[config.mk]
export PLATFORM = sky130hd
export DESIGN_NAME = fetch_stage_flat
export DESIGN_NICKNAME = d
export VERILOG_FILES = /design/src/rtl/fetch_stage_if.sv /design/src/rtl/fetch_stage.sv /design/src/flat_wrapper.sv
export SDC_FILE = /design/constraint.sdc
export NUM_CORES = 1
export LEC_CHECK = 0
export ABC_CLOCK_PERIOD_IN_PS = 2550
export BUFFER_PORTS_ARGS = -buffer_cell sky130_fd_sc_hd__buf_2
export CAP_MARGIN = 20
export CELL_PAD_IN_SITES_DETAIL_PLACEMENT = 1
export CELL_PAD_IN_SITES_GLOBAL_PLACEMENT = 1
export CORE_UTILIZATION = 25
export CTS_CLUSTER_SIZE = 8
export DETAILED_ROUTE_END_ITERATION = 8
export GPL_TIMING_DRIVEN = 0
export PLACE_DENSITY_LB_ADDON = 0.25
export SLEW_MARGIN = 10
export SYNTH_ARGS = -nofsm -noshare
export SYNTH_HDL_FRONTEND = slang
export SYNTH_SLANG_ARGS = --single-unit
[constraint.sdc]
create_clock -name CLK -period 2.55 [get_ports CLK]
set_input_delay 0.255 -clock CLK [delete_from_list [all_inputs] [get_ports CLK]]
set_output_delay 0.255 -clock CLK [all_outputs]
set_load 0.02 [all_outputs]
[src/rtl/fetch_stage_if.sv]
// Instruction-cache request/response bundle between the fetch stage and the icache.
interface fetch_stage_if;
    logic        imemREN;
    logic [31:0] imemaddr;
    logic        ihit;
    logic [31:0] iload;

    modport master (output imemREN, output imemaddr, input ihit, input iload);
    modport slave  (input imemREN, input imemaddr, output ihit, output iload);
endinterface

[src/rtl/fetch_stage.sv]
// Pipeline fetch stage: PC register, RUN/HALTED control and the IF/ID latch.
// Optional FETCH_PERF_EN adds saturating fetch_count and stall_cycles counters.
module fetch_stage #(
    parameter logic [31:0] PC_INIT = 32'h00000000
) (
    input  logic                 CLK,
    input  logic                 RST,
    fetch_stage_if.master        imem,
    input  logic                 stall,
    input  logic                 flush,
    input  logic                 pc_load,
    input  logic [31:0]          pc_target,
    input  logic                 halt,
    output logic                 ifid_valid,
    output logic [31:0]          ifid_instr,
    output logic [31:0]          ifid_npc,
    output logic [5:0]           opcode,
    output logic [5:0]           funct
`ifdef FETCH_PERF_EN
    ,
    output logic [31:0]          fetch_count,
    output logic [31:0]          stall_cycles
`endif
);

    typedef enum logic [0:0] {RUN = 1'b0, HALTED = 1'b1} state_t;

    state_t      state_r, state_next_s;
    logic [31:0] pc_r, pc_next_s, pc_plus4_s;
    logic        ifid_valid_r, ifid_valid_next_s;
    logic [31:0] ifid_instr_r, ifid_instr_next_s;
    logic [31:0] ifid_npc_r, ifid_npc_next_s;
    logic        capture_s;

    assign pc_plus4_s    = pc_r + 32'd4;
    assign imem.imemREN  = (state_r == RUN);
    assign imem.imemaddr = pc_r;
    assign ifid_valid    = ifid_valid_r;
    assign ifid_instr    = ifid_instr_r;
    assign ifid_npc      = ifid_npc_r;
    assign opcode        = ifid_instr_r[31:26];
    assign funct         = ifid_instr_r[5:0];

    // Next-state, PC and IF/ID selection; halt wins over redirect so PC stays put.
    always_comb begin
        state_next_s      = state_r;
        pc_next_s         = pc_r;
        ifid_valid_next_s = 1'b0;
        ifid_instr_next_s = 32'h00000000;
        ifid_npc_next_s   = 32'h00000000;
        capture_s         = 1'b0;
        case (state_r)
            RUN: begin
                if (halt) begin
                    state_next_s = HALTED;
                end else begin
                    if (pc_load) begin
                        pc_next_s = pc_target;
                    end else if (imem.ihit && !stall && !flush) begin
                        pc_next_s = pc_plus4_s;
                    end else begin
                        pc_next_s = pc_r;
                    end
                    if (flush || pc_load) begin
                        ifid_valid_next_s = 1'b0;
                    end else if (stall) begin
                        ifid_valid_next_s = ifid_valid_r;
                        ifid_instr_next_s = ifid_instr_r;
                        ifid_npc_next_s   = ifid_npc_r;
                    end else if (imem.ihit) begin
                        ifid_valid_next_s = 1'b1;
                        ifid_instr_next_s = imem.iload;
                        ifid_npc_next_s   = pc_plus4_s;
                        capture_s         = 1'b1;
                    end else begin
                        ifid_valid_next_s = 1'b0;
                    end
                end
            end
            HALTED: begin
                state_next_s = HALTED;
            end
            default: begin
                state_next_s = RUN;
                pc_next_s    = PC_INIT;
            end
        endcase
    end

    // State, PC and IF/ID registers.
    always_ff @(posedge CLK) begin
        if (RST) begin
            state_r      <= RUN;
            pc_r         <= PC_INIT;
            ifid_valid_r <= 1'b0;
            ifid_instr_r <= 32'h00000000;
            ifid_npc_r   <= 32'h00000000;
        end else begin
            state_r      <= state_next_s;
            pc_r         <= pc_next_s;
            ifid_valid_r <= ifid_valid_next_s;
            ifid_instr_r <= ifid_instr_next_s;
            ifid_npc_r   <= ifid_npc_next_s;
        end
    end

`ifdef FETCH_PERF_EN
    logic [31:0] fetch_count_r, stall_cycles_r;
    logic        stall_inc_s;

    function automatic logic [31:0] sat_inc(input logic [31:0] value);
        if (value == 32'hFFFFFFFF) begin
            sat_inc = value;
        end else begin
            sat_inc = value + 32'd1;
        end
    endfunction

    assign stall_inc_s  = (state_r == RUN) && ((imem.imemREN && !imem.ihit) || stall);
    assign fetch_count  = fetch_count_r;
    assign stall_cycles = stall_cycles_r;

    // Saturating performance counters; both freeze once halted.
    always_ff @(posedge CLK) begin
        if (RST) begin
            fetch_count_r  <= 32'h00000000;
            stall_cycles_r <= 32'h00000000;
        end else begin
            if (capture_s) begin
                fetch_count_r <= sat_inc(fetch_count_r);
            end else begin
                fetch_count_r <= fetch_count_r;
            end
            if (stall_inc_s) begin
                stall_cycles_r <= sat_inc(stall_cycles_r);
            end else begin
                stall_cycles_r <= stall_cycles_r;
            end
        end
    end
`endif

endmodule

[src/flat_wrapper.sv]
// flat-port wrapper written by rule: the top's interface ports become plain ports
module fetch_stage_flat 
#(
    parameter logic [31:0] PC_INIT = 32'h00000000
)
  (CLK, RST, stall, flush, pc_load, pc_target, halt, ifid_valid, ifid_instr, ifid_npc, opcode, funct, imem_imemREN, imem_imemaddr, imem_ihit, imem_iload);
  fetch_stage_if imem_i ();
  input  logic CLK;
  input  logic RST;
  input  logic stall;
  input  logic flush;
  input  logic pc_load;
  input  logic [31:0] pc_target;
  input  logic halt;
  output logic ifid_valid;
  output logic [31:0] ifid_instr;
  output logic [31:0] ifid_npc;
  output logic [5:0] opcode;
  output logic [5:0] funct;
  output wire logic [$bits(imem_i.imemREN)-1:0] imem_imemREN;
  output wire logic [$bits(imem_i.imemaddr)-1:0] imem_imemaddr;
  input wire logic [$bits(imem_i.ihit)-1:0] imem_ihit;
  input wire logic [$bits(imem_i.iload)-1:0] imem_iload;
  assign imem_imemREN = imem_i.imemREN;
  assign imem_imemaddr = imem_i.imemaddr;
  assign imem_i.ihit = imem_ihit;
  assign imem_i.iload = imem_iload;
  fetch_stage #(.PC_INIT(PC_INIT)) u_core (.CLK(CLK), .RST(RST), .imem(imem_i), .stall(stall), .flush(flush), .pc_load(pc_load), .pc_target(pc_target), .halt(halt), .ifid_valid(ifid_valid), .ifid_instr(ifid_instr), .ifid_npc(ifid_npc), .opcode(opcode), .funct(funct));
endmodule
==> summary.txt, run 1 <==
Synth
  • Async SR Flop Fraction: 0%
  • Syn_nets: between 600 and 700
  • Commonest cells in the netlist: dfxtp_1, nor2_1, nand2_1, a22oi_1, o21ai_0
  • Netlist cell types: 48
  • Synth area leaders: dfxtp_1, a22oi_1, nor2_1
  • Syn_area_per_cell: between 8 and 9 um^2
  • Dominant cell type by area after synthesis: dfxtp_1
  • Mapped Area: between 4000 and 5000 um^2
  • Yosys reg bits: around 100
  • Share of the synthesized area in the top cell type: approximately 42%
  • Ys Warns: 0
  • Sequential area share after synthesis: a little over two fifths
  • Syn Inst Count: 565
  • EDFF count, synth: 0
  • Ys flop type: dfxtp_1
  • Dominant cell by count in the synthesized netlist: dfxtp_1

Floorplan
  • # IOs: approximately 180
  • DIE HEIGHT: between 100 and 150 um
  • Die W: between 100 and 150 um
  • Die Area: roughly 19000 um^2
  • FP Rows: between 40 and 50
  • CORE AREA: about 18000 um^2
  • Initial Utilization: 25.7%

Clocking
  • Buffer depth of the longest clock path: 2
  • Reg clk slew, reported paths: around 0.080 ns
  • Setup repair bufs after CTS: 0
  • CTS tree: done
  • Clk_lat worst skew: between 0.3 and 0.4 ns
  • Root buffer cell: clkbuf_16
  • Clk sinks: 98
  • TritonCTS Buffers: 9
  • H-tree levels: 3

Setup path
  • Crit path max fanout: 7
  • Crit end category: flip-flop
  • Startpoint types: flip-flop
  • Crit Path Class: reg2reg
  • WP data required: about 2.8 ns
  • CP arrival: 2.67 ns

Route
  • DR pass1 iterations: 4
  • Via density: between 5 and 6
  • Residual DRC: 0
  • Routed length per instance: between 15 and 20 um
  • DRT Wirelength: 18800 um
  • Number of DRC markers in iteration 0: about 210
  • Vias: 5048
  • Antenna viol nets, final: 0

Finish
  • Area growth syn-to-layout: 32.0%
  • Core Util, Final: about 34%
  • Nets: 826
  • Layout cells sized above 1: 29.6%

Global routing
  • Vias in the first global route: between 5k and 6k
  • Pin count of the biggest net entering global routing: 20
  • Global-route wire length before repair: a little under 30000 um
  • Initial antenna violation count: 1
  • Total global routing overflow: 0
  • Total GRT Usage: between 10% and 20%

Timing
  • Post-Route Setup TNS: 0 ns
  • F_max: roughly 0.42 GHz
  • Fin crit period: 2.39 ns
  • Relative slew slack: about 47%
  • Period utilisation layout: a little over nine tenths
  • Clock Skew: 0.0189 ns
  • Worst slew pin tran: just under 0.8 ns
  • RSZ-0062 raised after global routing: no
  • Final count of negative-setup-slack endpoints: 0
  • Final Hold Viols: 0
  • Slew Limit Fails: 0

Pwr
  • Peak VDD IR: between 0.3 and 0.4 mV
  • Power Total: roughly 3400 uW
  • Leak: around 0.0026 uW
  • Power Dens Cells: 553 nW/um^2

Outcome
  • Outcome: complete, no violations

Placed design
  • GP Congestion: slightly below 0.9
  • Dpl hpwl: ~14000 um
  • Port Buf Inserts: roughly 180

Hold path
  • HP Class: in2reg

Job
  • Max-cap violations: 0
logic make-up (layout without fill, tap and decap cells):
| kind of cell | Yosys count | in the layout | share of synthesized area, % |
|---|---|---|---|
| fa+ha+maj | 1 | 1 | 0.270 |
| simple gates | 219 | 219 | 23.4 |
| xor+xnor | 28 | 28 | 5.30 |
| flops | 98 | 98 | 42.4 |
| other cells | 0 | 1 | 0 |
| compound gates | 153 | 153 | 21.8 |
| buf+inv | 65 | 259 | 6.60 |
| mux | 1 | 1 | 0.216 |
final timing paths:
path,slack [ns],startpoint,to,depth (start not counted)
worst max-delay path,0.16,u_core.imem.imemaddr[2],u_core.imem.imemaddr[26],6
worst min-delay path,0.12,imem_iload[16],u_core.ifid_instr[16],3
worst max register to register,0.16,u_core.imem.imemaddr[2],u_core.imem.imemaddr[26],6
worst min register to register,0.45,u_core.ifid_npc[21],u_core.ifid_npc[21],2
through the flow:
| step | hold WS, ns | cell area, um^2 | setup WS (ns) | cells |
|---|---|---|---|---|
| final | 0.124 | 6110 | 0.159 | 989 |
| after global routing | 0.133 | 6110 | 0.0385 | 989 |
| after CTS | 0.116 | 6100 | 0.163 | 988 |
| after detailed placement | 0.440 | 5800 | 0.235 | 972 |
| after global placement | 0.438 | 5800 | 0.276 | 972 |
| after floorplan | 0.399 | 4630 | 0.567 | 565 |
placed cells by master (no fill, tap or decap), types with 2 or more instances in the layout:
master and instances:
buf_2 187, dfxtp_1 98, nor2_1 67, nand2_1 64, a22oi_1 44, o21ai_0 41, clkbuf_1 33, nand3_1 22
a21oi_1 21, xnor2_1 19, buf_4 13, and3_1 12, a31oi_1 12, nand4_1 10, xor2_1 9, clkbuf_16 9
nor4_1 8, nor3_1 8, a32o_1 7, a22o_1 6, inv_1 5, a21o_1 5, o31ai_1 5, buf_1 4
or3_1 4, and2_1 3, and4_1 3, or4_1 3, nand3b_1 3, o41ai_1 3, inv_6 3, nand2b_1 2
nand4_4 2, o21ai_1 2, nor3_2 2, a211oi_1 2
flip-flops by register name, summed over array words and instances (netlist names):
signal,flops
u_core.state_r,1
u_core.ifid_npc,32
u_core.ifid_instr,32
u_core.ifid_valid,1
u_core.imem.imemaddr,32
repair_timing:
item	in CTS	in global routing
hold buffers	0	0
gates resized for setup	0	1
endpoints found under the setup margin	0	1
area by class of cell:
type	instances	area, um^2
multi-input combinational	402	2360
buffer	60	287
clock buffer	9	225
clock inverter	7	70.1
tap	229	287
inverter	5	18.8
fill	2218	11900
antenna	1	2.50
sequential	98	1960
timing repair buffer	178	891
per-layer routing:
layer	share of wire (%)	vias up	track usage, %	wire length (um)
met2	47	159	32.7	8880
met3	5.1	28	4.12	961
met1	45	2459	24.3	8500
met4	2.5	0	9.25	472
met5	0	-	0	0
li1	-	2402	-	-
power breakdown:
part,internal [uW],switching (uW)
sequential,1560,37.6
clock,691,708
combinational,135,245
worst max-delay path, stage by stage, from the launching register on:
cell     delay, ns
dfxtp_1       0.45
ha_1          0.34
nand4_1       0.30
nor2_1        0.41
nand3_1       0.23
or3_1         0.40
a31oi_1       0.16
(Power assumes the default switching activity.)
==> run 2: changes to the inputs <==
CORE_UTILIZATION = 35   (was 25)
==> run 2 against run 1 <==
Core utilization is 13 points higher. Worst hold slack improved by 0.0063 ns. Largest power group unchanged. Die area decreased by 28%. Maximum frequency increased by 2.8%. Highest routed layer unchanged. Sequential power is essentially flat. Count of clock-buffer cells in the layout up 3.
==> summary.txt, run 2 (synthesis gave the netlist of run 1 again) <==
Route
  • DRT Wirelength: 17100 um (-9.1%)
  • Routed length per instance: 18.4 um (-3.4%)
  • Antenna viol nets, final: 0 (unchanged)
  • DR pass1 iterations: 6 (+2)
  • Vias: 5032 (-0.32%)
  • Number of DRC markers in iteration 0: 305 (+43%)
  • Via density: 5.40 (+5.9%)
  • Residual DRC: 0 (unchanged)

Timing
  • Final setup margin: 0.224 ns (+0.0652 ns)
  • Fin crit period: 2.33 ns (-0.0652 ns)
  • Final Hold Viols: 0 (unchanged)
  • F_max: 0.430 GHz (+2.8%)
  • Hold slack final: 0.130 ns (+0.00629 ns)
  • Relative slew slack: 53.6% (+6.4 points)
  • Slew Limit Fails: 0 (unchanged)
  • RSZ-0062 raised after global routing: no
  • Clock Skew: 0.00558 ns (-0.0133 ns)
  • Final count of negative-setup-slack endpoints: 0 (unchanged)
  • Post-Route Setup TNS: 0 ns (unchanged)
  • Period utilisation layout: 91.2% (-2.6 points)
  • Worst slew pin tran: 0.694 ns (-0.0955 ns)

Finish
  • Nets: 826 (unchanged)
  • N_diodes: 0 (-1)
  • Cell Count, Final, Fillers Out: 931 (-5.9%)
  • Commonest non-fill, non-tap cell in the layout: buf_2
  • Layout cells sized above 1: 29.1% (-0.53 points)
  • Area growth syn-to-layout: 30.7%
  • Most frequent cells in the layout: buf_2, dfxtp_1, nor2_1

Pwr
  • Leak: 0.00256 uW (+0.20%)
  • Part of the power in registers: 46.4% (-0.9 points)
  • Int Power: 2560 uW (+7.3%)
  • Power Dens Cells: 568 nW/um^2 (+2.9%)
  • Clk pwr share: 42.7% (+1.2 points)
  • P_sw: 879 uW (-11%)
  • Peak VDD IR: 0.302 mV (-6.9%)
  • Net Sw Frac: 25.6% (-3.8 points)
  • Logic pwr share: 10.8% (-0.5 points)

Setup path
  • Crit Path Class: reg2reg
  • Startpoint types: flip-flop
  • Crit end category: flip-flop
  • Crit path max fanout: 7 (unchanged)
  • WP data required: 2.79 ns (-0.04 ns)
  • CP peak stage delay: 0.45 ns (about the same)
  • CP arrival: 2.57 ns (-0.10 ns)
  • CP Cell Sequence: ha_1, and4_1, nand2_1, nor3_1, o21ai_0, a32o_1
  • Slowest-stage cell, CP: dfxtp_1
  • Levels on crit path: 6 (unchanged)
  • CP bufs+invs: 0 (unchanged)
  • CP delay by family, top: simple AND/OR/NAND/NOR gates
  • R2r worst-path depth: 6 (unchanged)

Floorplan
  • CORE AREA: 12800 um^2 (-29%)
  • Initial Utilization: 36.2% (+11 points)
  • Die W: 117 um (-15%)
  • Die Area: 13700 um^2 (-28%)
  • DIE HEIGHT: 117 um (-15%)
  • # IOs: 181 (unchanged)
  • FP Rows: 41 (-16%)

Clocking
  • Setup repair bufs after CTS: 0 (unchanged)
  • Clk sinks: 98 (unchanged)
  • Reg clk slew, reported paths: 0.07 ns (about the same)
  • CTS Hold Bufs: 0 (unchanged)
  • Root buffer cell: clkbuf_16
  • H-tree levels: 3 (unchanged)
  • # resized after CTS: 0 (unchanged)
  • Buffer depth of the longest clock path: 2 (unchanged)
  • TritonCTS Buffers: 9 (unchanged)
  • CTS tree: done
  • Clk_lat worst skew: 0.35 ns (-0.02 ns)

Placed design
  • Pre-CTS WS: 0.283 ns (+0.0484 ns)
  • Dpl cells: 915 (-5.9%)
  • Dpl hpwl: 13100 um (-9.2%)
  • GP Congestion: 0.853 (-3.5%)
  • Port Buf Inserts: 178 (unchanged)

Outcome
  • Outcome: complete, no violations

Global routing
  • Total GRT Usage: 25.4% (+5.7 points)
  • Total global routing overflow: 0 (unchanged)
  • Initial antenna violation count: 0 (-1)
  • Pin count of the biggest net entering global routing: 16 (-20%)
  • Global-route wire length before repair: 26100 um (-11%)
  • Vias in the first global route: 4944 (-6.9%)

Hold path
  • HP Class: in2reg
  • Hold Path Depth: 3 (unchanged)

Job
  • Max-cap violations: 0 (unchanged)
==> run 2: power by group through the flow <==
stage	Combinational [uW]	Clock [uW]	Sequential, uW
finish	371	1470	1600
global route	403	1550	1600
CTS	371	1500	1590
global placement	354	0	1630
floorplan	178	0	1650
detailed placement	368	0	1630
==> run 2: through the flow <==
step | utilization [%] | instance area, um^2 | power, uW
2_1_floorplan | - | 4630 | 1830
3_3_place_gp | 44.9 | 5730 | 1980
3_5_place_dp | 44.9 | 5730 | 2000
4_1_cts | 47.3 | 6040 | 3460
5_1_grt | 47.3 | 6040 | 3550
6_report | 47.3 | 6040 | 3440
==> run 2: worst register-to-register path: stages (launching register included) <==
cell,delay [ns]
dfxtp_1,0.45
ha_1,0.35
and4_1,0.35
nand2_1,0.19
nor3_1,0.40
o21ai_0,0.15
a32o_1,0.31
==> run 2: layer usage <==
layer  vias to the layer above  global-route usage, %  wire length (um)
li1                       2399                      -                 -
met1                      2446                   32.0              7480
met2                       163                   43.2              8460
met3                        24                   4.38               821
met4                         0                   10.3               347
met5                         -                      0                 0
==> run 2: layout make-up <==
| cell class | count | area, um^2 |
|---|---|---|
| inverters | 5 | 18.8 |
| fillers | 1642 | 6730 |
| multi-input cells | 402 | 2360 |
| repair buffers | 178 | 891 |
| plain buffers | 60 | 287 |
| well taps | 172 | 215 |
| clock inverters | 4 | 76.3 |
| flip-flops and latches | 98 | 1960 |
| clock buffers | 12 | 236 |
==> run 2: path summary, 6_finish.rpt <==
kind / startpoint / slack [ns] / end
worst min register to register: u_core.ifid_npc[26] / 0.45 / u_core.ifid_npc[26]
worst min-delay path: imem_iload[5] / 0.13 / u_core.ifid_instr[5]
worst max register to register: u_core.imem.imemaddr[2] / 0.22 / u_core.imem.imemaddr[18]
worst max-delay path: u_core.imem.imemaddr[2] / 0.22 / u_core.imem.imemaddr[18]
